[config.mk]
export PLATFORM = sky130hd
export DESIGN_NAME = hilo_unit
export DESIGN_NICKNAME = d
export VERILOG_FILES = /design/src/rtl/hilo_unit_pkg.sv /design/src/rtl/hilo_unit.sv
export SDC_FILE = /design/constraint.sdc
export NUM_CORES = 1
export LEC_CHECK = 0
export ABC_AREA = 1
export BUFFER_PORTS_ARGS = -buffer_cell sky130_fd_sc_hd__buf_2
export CAP_MARGIN = 20
export CORE_AREA = 2 2 156 158
export DETAILED_ROUTE_END_ITERATION = 8
export DIE_AREA = 0 0 158 160
export HOLD_SLACK_MARGIN = 0.15
export PLACE_DENSITY_LB_ADDON = 0.08
export SYNTH_ARGS = -nofsm -noshare
export SYNTH_HDL_FRONTEND = slang
export SYNTH_SLANG_ARGS = --single-unit
[constraint.sdc]
create_clock -name clk -period 1.3 [get_ports clk]
set_input_delay 0.13 -clock clk [delete_from_list [all_inputs] [get_ports clk]]
set_output_delay 0.13 -clock clk [all_outputs]
set_load 0.1 [all_outputs]
[src/rtl/hilo_unit_pkg.sv]
// hilo_unit_pkg: shared definitions for the HI/LO unit.
//   - op bit indices for the one-hot {mtlo,mthi,divu,div,multu,mult} op vector
//   - FSM state encoding
//   - field split of 64-bit multiplier/divider results into HI and LO
package hilo_unit_pkg;

    localparam int unsigned XLEN = 32;
    localparam int unsigned OP_W = 6;

    localparam int unsigned OP_MULT  = 0;
    localparam int unsigned OP_MULTU = 1;
    localparam int unsigned OP_DIV   = 2;
    localparam int unsigned OP_DIVU  = 3;
    localparam int unsigned OP_MTHI  = 4;
    localparam int unsigned OP_MTLO  = 5;

    // 64-bit result layout: HI in the upper word, LO in the lower word
    localparam int unsigned RES_HI_MSB = 63;
    localparam int unsigned RES_HI_LSB = 32;
    localparam int unsigned RES_LO_MSB = 31;
    localparam int unsigned RES_LO_LSB = 0;

    typedef enum logic [1:0] {
        ST_IDLE   = 2'd0,
        ST_LAUNCH = 2'd1,
        ST_WAIT   = 2'd2,
        ST_DRAIN  = 2'd3
    } state_e;

    // Isolate the lowest set bit so a multi-hot op behaves as its lowest op
    function automatic logic [OP_W-1:0] op_lowest(input logic [OP_W-1:0] op);
        return op & OP_W'(~op + OP_W'(1));
    endfunction

endpackage

[src/rtl/hilo_unit.sv]
// hilo_unit: EX-stage owner of the HI/LO architectural registers.
// Commits multiplier results and MTHI/MTLO in the accept cycle, sequences the
// handshaked divider through LAUNCH/WAIT, and drains an abandoned divide.
// Ports:
//   clk, rst                 clock, synchronous active-high reset
//   op_valid, op, src1, src2 EX request (one-hot op, lowest bit wins)
//   cancel                   EX flush, aborts the current op
//   op_ready                 op completes this cycle (combinational)
//   hi_rdata, lo_rdata       committed HI/LO
//   busy                     unit not idle
//   mul_op, mul_src1/2       combinational multiplier request
//   mul_result               multiplier product {HI,LO}
//   div_op, dividend/divisor registered divider operands
//   div_in_valid             one-cycle divider launch
//   div_result               {remainder, quotient}
//   div_out_valid/ready      divider result handshake
module hilo_unit
    import hilo_unit_pkg::*;
#(
    parameter logic [XLEN-1:0] HILO_RST = 32'h0
) (
    input  logic            clk,
    input  logic            rst,
    input  logic            op_valid,
    input  logic [OP_W-1:0] op,
    input  logic [XLEN-1:0] src1,
    input  logic [XLEN-1:0] src2,
    input  logic            cancel,
    output logic            op_ready,
    output logic [XLEN-1:0] hi_rdata,
    output logic [XLEN-1:0] lo_rdata,
    output logic            busy,
    output logic [1:0]      mul_op,
    output logic [XLEN-1:0] mul_src1,
    output logic [XLEN-1:0] mul_src2,
    input  logic [63:0]     mul_result,
    output logic [1:0]      div_op,
    output logic [XLEN-1:0] dividend,
    output logic [XLEN-1:0] divisor,
    output logic            div_in_valid,
    input  logic [63:0]     div_result,
    input  logic            div_out_valid,
    output logic            div_out_ready
);

    state_e          state_q, state_d;
    logic [XLEN-1:0] hi_q, lo_q, hi_d, lo_d;
    logic [OP_W-1:0] op_sel;
    logic            launch;

    assign op_sel   = op_lowest(op);
    assign mul_op   = {op_sel[OP_MULTU], op_sel[OP_MULT]};
    assign mul_src1 = src1;
    assign mul_src2 = src2;
    assign hi_rdata = hi_q;
    assign lo_rdata = lo_q;
    assign busy     = (state_q != ST_IDLE);

    // Next state, handshake strobes and HI/LO next values
    always_comb begin
        state_d       = state_q;
        op_ready      = 1'b0;
        div_in_valid  = 1'b0;
        div_out_ready = 1'b0;
        hi_d          = hi_q;
        lo_d          = lo_q;
        launch        = 1'b0;
        if (!rst) begin
            case (state_q)
                ST_IDLE: begin
                    if (op_valid && !cancel) begin
                        if (op_sel[OP_MULT] || op_sel[OP_MULTU]) begin
                            op_ready = 1'b1;
                            hi_d     = mul_result[RES_HI_MSB:RES_HI_LSB];
                            lo_d     = mul_result[RES_LO_MSB:RES_LO_LSB];
                        end else if (op_sel[OP_DIV] || op_sel[OP_DIVU]) begin
                            launch  = 1'b1;
                            state_d = ST_LAUNCH;
                        end else if (op_sel[OP_MTHI]) begin
                            op_ready = 1'b1;
                            hi_d     = src1;
                        end else if (op_sel[OP_MTLO]) begin
                            op_ready = 1'b1;
                            lo_d     = src1;
                        end else begin
                            // empty op retires without touching HI/LO
                            op_ready = 1'b1;
                        end
                    end
                end
                ST_LAUNCH: begin
                    // a flush here means the divider is never started
                    if (cancel) begin
                        state_d = ST_IDLE;
                    end else begin
                        div_in_valid = 1'b1;
                        state_d      = ST_WAIT;
                    end
                end
                ST_WAIT: begin
                    div_out_ready = 1'b1;
                    if (div_out_valid) begin
                        if (!cancel) begin
                            op_ready = 1'b1;
                            hi_d     = div_result[RES_HI_MSB:RES_HI_LSB];
                            lo_d     = div_result[RES_LO_MSB:RES_LO_LSB];
                        end
                        state_d = ST_IDLE;
                    end else if (cancel) begin
                        state_d = ST_DRAIN;
                    end
                end
                ST_DRAIN: begin
                    // swallow the orphaned result before accepting new work
                    div_out_ready = 1'b1;
                    if (div_out_valid) begin
                        state_d = ST_IDLE;
                    end
                end
                default: state_d = ST_IDLE;
            endcase
        end
    end

    // State, HI/LO and divider operand registers
    always_ff @(posedge clk) begin
        if (rst) begin
            state_q  <= ST_IDLE;
            hi_q     <= HILO_RST;
            lo_q     <= HILO_RST;
            div_op   <= 2'b00;
            dividend <= '0;
            divisor  <= '0;
        end else begin
            state_q <= state_d;
            hi_q    <= hi_d;
            lo_q    <= lo_d;
            if (launch) begin
                div_op   <= {op_sel[OP_DIVU], op_sel[OP_DIV]};
                dividend <= src1;
                divisor  <= src2;
            end
        end
    end

endmodule

; ---- Yosys cells after proc, flatten, opt, wreduce, memory -nomap -nowiden
; Index checks and enable logic that the tools add are counted.
[word_totals]
word_cells = 73
register_bits = 132
in_bits = 203
output_inout_bits = 200
[classes]
eq_ne = 14
bitwise_logic = 2
n_reduce_logical = 11
n_addsub = 1
muxes = 39
[ops]
columns = op, count
row1 = two-way mux 32 bit, 13
row2 = case mux 32 bit (2 select lines), 2
row3 = two-way mux 1 bit, 15
row4 = "inequality test 3 bit, second input constant", 5
row5 = two-way mux 2 bit, 7
row6 = "inequality test 2 bit, second input constant", 6
row7 = case mux 2 bit (4 select lines), 1
row8 = AND reduction 7 bit, 1
row9 = "adder 6 x 1 -> 6 bit, second input constant", 1
row10 = bitwise AND 6 bit, 1
row11 = NOT 6 bit, 1
row12 = AND reduction 6 bit, 1
row13 = AND reduction 5 bit, 1
row14 = "== test 2 bit, second input constant", 2
row15 = nonzero test 2 bit, 2
row16 = "== test 2 x 1 -> 1 bit, second input constant", 1
row17 = logical NOT 2 bit, 1
row18 = logical OR 1 bit, 2
row19 = case mux 1 bit (2 select lines), 1
row20 = OR reduction 2 bit, 1
row21 = logical AND 1 bit, 1
row22 = logical NOT 1 bit, 1

; ---- Longest topological paths before layout
; Gate-level depths: netlist of run 1.
[depth]
word_depth = 9
ltp_mapped = 10
ltp_nobuf = 8

; ---- Least setup slack after synthesis of run 1
; No wires, ideal clock.
[synth_timing]
kind = flip-flop to output port
startpoint = reg state_q[1]
endpoint = out op_ready
n_path_buf = 0
t_arrival_ns = 2.039
stages_incl_launch_ff = 7
required_ns = 1.170
setup_slack_ns = -0.869
path_cell_list = dfxtp_1 inv_2 nor2_2 nand2_1 nand2_2 nand2_1 nor2_1
[synth_between]
elab_chain_len = 3
elab_cells_between_ends = 4
classes_between = eq/ne (1) / mux (2) / reduce/logical (1)
[synth_lines]
columns = element, line_no
row1 = "start, declared", hilo_unit.sv:46  ; state_e state_q, state_d;
row2 = "start signal, assigned", hilo_unit.sv:135  ; state_q <= state_d;
row3 = == test 2 bit or logical NOT 2 bit (tied branches), hilo_unit.sv:69  ; case (state_q)
row4 = case mux 1 bit (2 select lines) *, hilo_unit.sv:69
row5 = two-way mux 1 bit *, hilo_unit.sv:68  ; if (!rst) begin
row6 = "end, declared", hilo_unit.sv:29  ; output logic op_ready,
; Mark *: on every way between the ends. The rest lies on a longest branch, timed or not.

; ---- Worst setup path after layout of run 1
; Same ends and word-level chain as after synthesis.

==> flow_summary_export.csv, run 1 <==
group,metric,value,unit
layout,multiInputGateArea,0.004168,mm²
cts,cts_buffers,17,
critical_path,end_kind,"output pin",
critical_path,r2r_slack,-0.28,ns
grt,grt_pass1_wl,49470,µm
layout,utilization,58.78,%
logic_synthesis,synth_edf_count,0,
route,wl_met1,13730,µm
power,power.share.combinational,35.2,%
placement,place_congestion,0.8184,
route,highest_layer,"met4",
logic_synthesis,synth_common_cells,"nand2_1 (623), nor2_1 (141), dfxtp_1 (132), buf_4 (74), inv_1 (72)",
die,rows,57,
min_path,min_path_cells,7,
critical_path,critPathArrivalTime,1.50,ns
timing,slew_violations,0,
layout,drive_gt1_share,41.72,%
cts,cts.sinks,132,
logic_synthesis,netlist_instances,1187,
grt,grt_pass1_vias,9071,
timing,setup_ws,-0.3264,ns
critical_path,reg2reg_depth,12,
timing,rsz0062_at_grt,"true",
die,ioPinCount,403,
power,p_leak,7.394,nW
logic_synthesis,syn_nets,1390,
die,dieWidth,158,µm
min_path,min_delay_worst_endpoint,"lo_rdata[21]",
logic_synthesis,seq_area_frac_synth,37.16,%
logic_synthesis,synth_area,0.007112,mm²
timing,fmax,614.9,MHz
power,vdd_drop_max,0.6724,mV
min_path,min-delay-start,"mul_result[21]",
logic_synthesis,synth_top_area_cell,"dfxtp_1",
cts,cts.reportedPaths.clkPinSlew,0.06,ns
route,dr_wl_met2,17160,µm
power,swShare,39.09,%
route,wl_per_cell,15.97,µm
die,core-area,0.02382,mm²
layout,finalNonFillerCells,2096,
grt,grt_max_degree,46,
layout,nFillCells,2243,
route,drt-pass1-iter-count,4,
layout,syn2layout_area_growth,96.87,%
run_status,violations,"negative setup slack",
critical_path,critPathMaxFanout,4,
timing,fin_skew,0.01141,ns
power,seqPwrFrac,29.8,%
grt,grt_use_total,25.61,%
run_status,outcome,"finished with violations",
cts,cts_root_buffer,"clkbuf_16",
cts,h-tree-depth,4,
critical_path,r2r_start,"state_q[1]",
logic_synthesis,synth-main-ff-cell,"dfxtp_1",
logic_synthesis,syn_area_per_cell,5.991,µm²
run,max_cap_viol_count,0,
min_path,hp-class,"in2reg",
route,drt_wl_total,33470,µm
layout,seqCellArea,0.002651,mm²
power,p_per_area,1043,mW/mm²
route,ant_nets,0,
route,drt_iter0_markers,453,
logic_synthesis,ys_types,19,
logic_synthesis,post-synth-top-count-cell,"nand2_1",
logic_synthesis,yosysTopAreaCellShare,37.16,%
critical_path,required,1.17,ns
die,start_util,29.86,%
grt,grt_overflow_total,0,
power,intPower,8.895,mW
power,switchingPower,5.709,mW
cts,clock_latency,0.43,ns
logic_synthesis,synth-seq-cells,132,
power,clock_power_share,35.1,%
die,die_h,160,µm
layout,final_nets,1959,
timing,worstMarginPinSlew,0.5053,ns
logic_synthesis,synthArstFlopShare,0,%
grt,antenna_found_initial,3,
timing,finalSetupViolCount,133,
route,vias_per_cell,4.362,
logic_synthesis,yosysWarnings,0,
logic_synthesis,synth.area.top_cells,"dfxtp_1 (37%), nand2_1 (33%), buf_4 (7.8%)",
placement,place_hpwl,20910,µm
critical_path,r2r_end,"lo_rdata[21]",
die,dieArea,0.02528,mm²
route,met3_length,1863,µm
cts,cts_tree,"built",
timing,fin_crit,1.626,ns
critical_path,worst_setup_path_start_kind,"flip-flop",
route,drt_drc_violations_left,0,
timing,min_period_over_period,125.1,%
placement,place_inst,1817,
placement,portBuffers,402,
critical_path,worstSetupPathType,"reg2out",
timing,final_hold_viol_count,0,
timing,relSlewSlack,66.31,%
route,vias,9142,
cts,clk_path_buf_depth,2,
-- power by group through the flow --
stage          clock, mW  combinational, mW  sequential (mW)
5_1_grt             5.38               5.40             4.36
6_report            5.12               5.14             4.35
3_5_place_dp           0               4.03             4.43
4_1_cts             5.23               4.99             4.35
2_1_floorplan          0               1.81             5.79
3_3_place_gp           0               4.03             4.42
-- layout make-up --
cell class | instances | share of cell area [%]
diodes | 3 | 0.05362
clock buffers | 19 | 3.092
clock inverters | 13 | 1.233
inverters | 75 | 2.082
multi-input cells | 850 | 29.77
flip-flops and latches | 132 | 18.94
well taps | 324 | 2.895
repair buffers | 680 | 41.94
-- layer usage --
metal | vias up | global-route usage, %
li1 | 4629 | -
met1 | 4149 | 29.65
met2 | 327 | 47.08
met3 | 37 | 4.830
met4 | 0 | 7.903
met5 | - | 0
-- kinds of logic after synthesis --
| group | synth area share [%] |
|---|---|
| AOI/OAI and AO/OA | 4.996 |
| buffers and inverters | 15.94 |
| DFF | 37.16 |
| and+or+nand+nor | 41.91 |
-- critical path, cell delays in order (launching register included) --
cell and delay, ns:
dfxtp_4 0.40, inv_8 0.05, buf_12 0.12, nand3_4 0.07, buf_6 0.10, nand2_4 0.04, nor2_4 0.11, buf_12 0.19
-- flip-flops by register name, indices dropped and copies added (netlist names) --
register	count
div_op	2
hi_rdata	32
dividend	32
lo_rdata	32
divisor	32
state_q	2
-- worst max-delay path by stage --
stage / start / to
4_1_cts: state_q[1] / op_ready
6_report: state_q[1] / op_ready
5_1_grt: state_q[1] / op_ready
2_1_floorplan: state_q[1] / op_ready
3_5_place_dp: op[0] / hi_rdata[10]
3_3_place_gp: op[0] / hi_rdata[10]
-- placed cells by master (no fill, tap or decap), types with 40 or more instances in the layout --
cell type	n
buf_2	267
buf_4	146
dfxtp_1	129
dlygate4sd3_1	185
inv_1	72
nand2_1	514
nand2_2	70
nor2_1	91
nor2_2	42
o21ai_2	40
-- stage by stage --
stage | setup TNS (ns) | hold WS (ns) | power (mW) | area (µm²) | setup WS [ns]
6_report | -24.31 | 0.1580 | 14.60 | 14000 | -0.3264
5_1_grt | -33.02 | 0.1967 | 15.15 | 14000 | -0.3928
4_1_cts | -27.35 | 0.1509 | 14.57 | 13540 | -0.3385
3_5_place_dp | -9.600 | 0.3540 | 8.452 | 9318 | -0.1417
3_3_place_gp | -6.743 | 0.3441 | 8.447 | 9318 | -0.1236
2_1_floorplan | -0.1282 | 0.1917 | 7.597 | 7164 | -0.1282
-- repair_timing --
item | CTS | global route
hold endpoints to repair | 131 | 0
setup endpoints to repair | 254 | 134
hold buffers | 185 | 0
gates resized for setup | 287 | 187
pin swaps | 7 | 20
setup buffers | 40 | 5
cloned | 25 | 5
(Power assumes the default switching activity.)
==> run 2: changes to the inputs <==
==> constraint.sdc (replaced) <==
create_clock -name clk -period 1.3 [get_ports clk]
set_input_delay 0.39 -clock clk [delete_from_list [all_inputs] [get_ports clk]]
set_output_delay 0.39 -clock clk [all_outputs]
set_load 0.1 [all_outputs]
==> run 2 against run 1 <==
  * The run still ends with negative setup slack left
  * Clock skew decreased by 0.0032 ns
  * Worst setup slack got worse by 0.27 ns
  * Total power increased by 5.4%
  * Critical path depth unchanged
  * Flip-flop and latch count unchanged
==> flow_summary_export.csv, run 2 (synthesis results as in run 1) <==
group,metric,value,unit
route,wl_met1,13280,µm
layout,final_common_cell,"nand2_1",
run_status,violations,"negative setup slack",
grt,antenna_found_initial,8,
layout,seqCellArea,0.002843,mm²
critical_path,critPathMaxFanout,4,
grt,grt_max_degree,42,
layout,final_nets,1837,
die,rows,57,
placement,place_congestion,0.8448,
route,drt_wl_total,35420,µm
placement,place_hpwl,22300,µm
cts,clock_latency,0.43,ns
power,p_per_area,975.0,mW/mm²
placement,place_inst,1825,
grt,grt_use_total,26.93,%
cts,cts_tree,"built",
cts,ctsHoldBuffers,0,
die,dieWidth,158,µm
route,drt_drc_violations_left,0,
min_path,hp-class,"in2reg",
power,power,15.40,mW
layout,syn2layout_area_growth,122.0,%
route,drt-pass1-iter-count,4,
die,dieArea,0.02528,mm²
die,core-area,0.02382,mm²
run_status,outcome,"finished with violations",
power,vdd_drop_max,0.7886,mV
layout,drive_gt1_share,55.29,%
grt,grt_overflow_total,0,
critical_path,end_kind,"output pin",
layout,final_cell_mix,"nand2_1 (546), buf_12 (239), buf_2 (200), dfxtp_2 (118), nor2_1 (84)",
layout,multiInputGateArea,0.004156,mm²
run,max_cap_viol_count,0,
route,highest_layer,"met5",
timing,worstMarginPinSlew,0.3054,ns
route,drt_iter0_markers,476,
layout,finalNonFillerCells,1975,
timing,relSlewSlack,79.64,%
layout,fin_area,0.01579,mm²
cts,clk_path_buf_depth,2,
layout,nFillCells,1940,
placement,dpl-instance-area,0.01243,mm²
cts,cts.reportedPaths.clkPinSlew,0.07,ns
route,vias_per_cell,4.511,
timing,fmax,526.9,MHz
die,die_h,160,µm
route,dr_wl_met2,18290,µm
timing,final_hold_viol_count,0,
grt,grt_pass1_wl,50670,µm
power,p_leak,7.804,nW
timing,min_period_over_period,146.0,%
critical_path,worstSetupPathType,"reg2out",
cts,cts_root_buffer,"clkbuf_16",
critical_path,worst_setup_path_start_kind,"flip-flop",
route,vias,8909,
timing,rsz0062_at_grt,"true",
timing,slew_violations,0,
route,wl_per_cell,17.93,µm
timing,fin_skew,0.008264,ns
die,start_util,29.86,%
critical_path,required,0.91,ns
cts,cts_buffers,17,
die,ioPinCount,403,
route,ant_nets,0,
timing,setup_ws,-0.5980,ns
cts,cts.sinks,132,
cts,h-tree-depth,4,
grt,grt_pass1_vias,8685,
timing,finalSetupViolCount,263,
placement,portBuffers,402,
critical_path,critPathArrivalTime,1.51,ns
timing,fin_crit,1.898,ns
route,met3_length,2634,µm
[run 2: cell count changes in the layout (fill, tap and decap cells not counted), sizes merged, moves of 2 or more]
cell and delta:
dlygate4sd3 -185, bufbuf +3, clkbuf -2, buf +62, diode +2
[run 2: final timing paths]
path | start | cells after the start | end | slack [ns]
max | state_q[0] | 7 | op_ready | -0.60
min | src2[15] | 3 | divisor[15] | 0.21
max reg2reg | state_q[0] | 13 | lo_rdata[5] | -0.47
min reg2reg | divisor[23] | 2 | divisor[23] | 0.49
[run 2: cell type report]
class	instances	area share [%]
inverters	75	1.862
diodes	5	0.07923
clock buffers	19	2.868
multi-input cells	850	26.32
repair buffers	558	47.33
flip-flops and latches	132	18.00
well taps	324	2.567
clock inverters	12	0.9666
[run 2: critical path, stage by stage, from the launching register on]
cell     delay (ns)
dfxtp_4        0.37
buf_6          0.12
nor2_4         0.08
nand2_1        0.06
nand2_2        0.08
nand2_2        0.07
nor2_4         0.12
buf_12         0.18
[run 2: per-stage QoR]
stage,util (%),TNS (ns),hold slack [ns],worst slack [ns]
after floorplan,-,-22.54,0.4517,-0.3737
after global placement,52.19,-40.08,0.4773,-0.3575
after detailed placement,52.19,-44.70,0.4789,-0.3920
after CTS,64.07,-58.31,0.1970,-0.5389
after global routing,66.27,-70.75,0.1995,-0.6823
final,66.29,-56.11,0.2097,-0.5980
[run 2: what timing repair did]
action / CTS / global route
cloned: 38 / 4
setup buffers: 66 / 34
endpoints found under the hold margin: 0 / 0
setup endpoints to repair: 266 / 267
gates resized for setup: 202 / 174
pin swaps: 17 / 27
[run 2: per-layer routing]
metal	global-route usage (%)	up-vias
met3	7.490	68
met1	29.52	4091
li1	-	4398
met4	10.03	6
met2	48.87	346
met5	0	-
[run 2: power breakdown]
part	internal [mW]	switching (mW)
combinational	2.20	3.61
sequential	4.26	0.207
clock	3.11	2.00
total	9.58	5.82
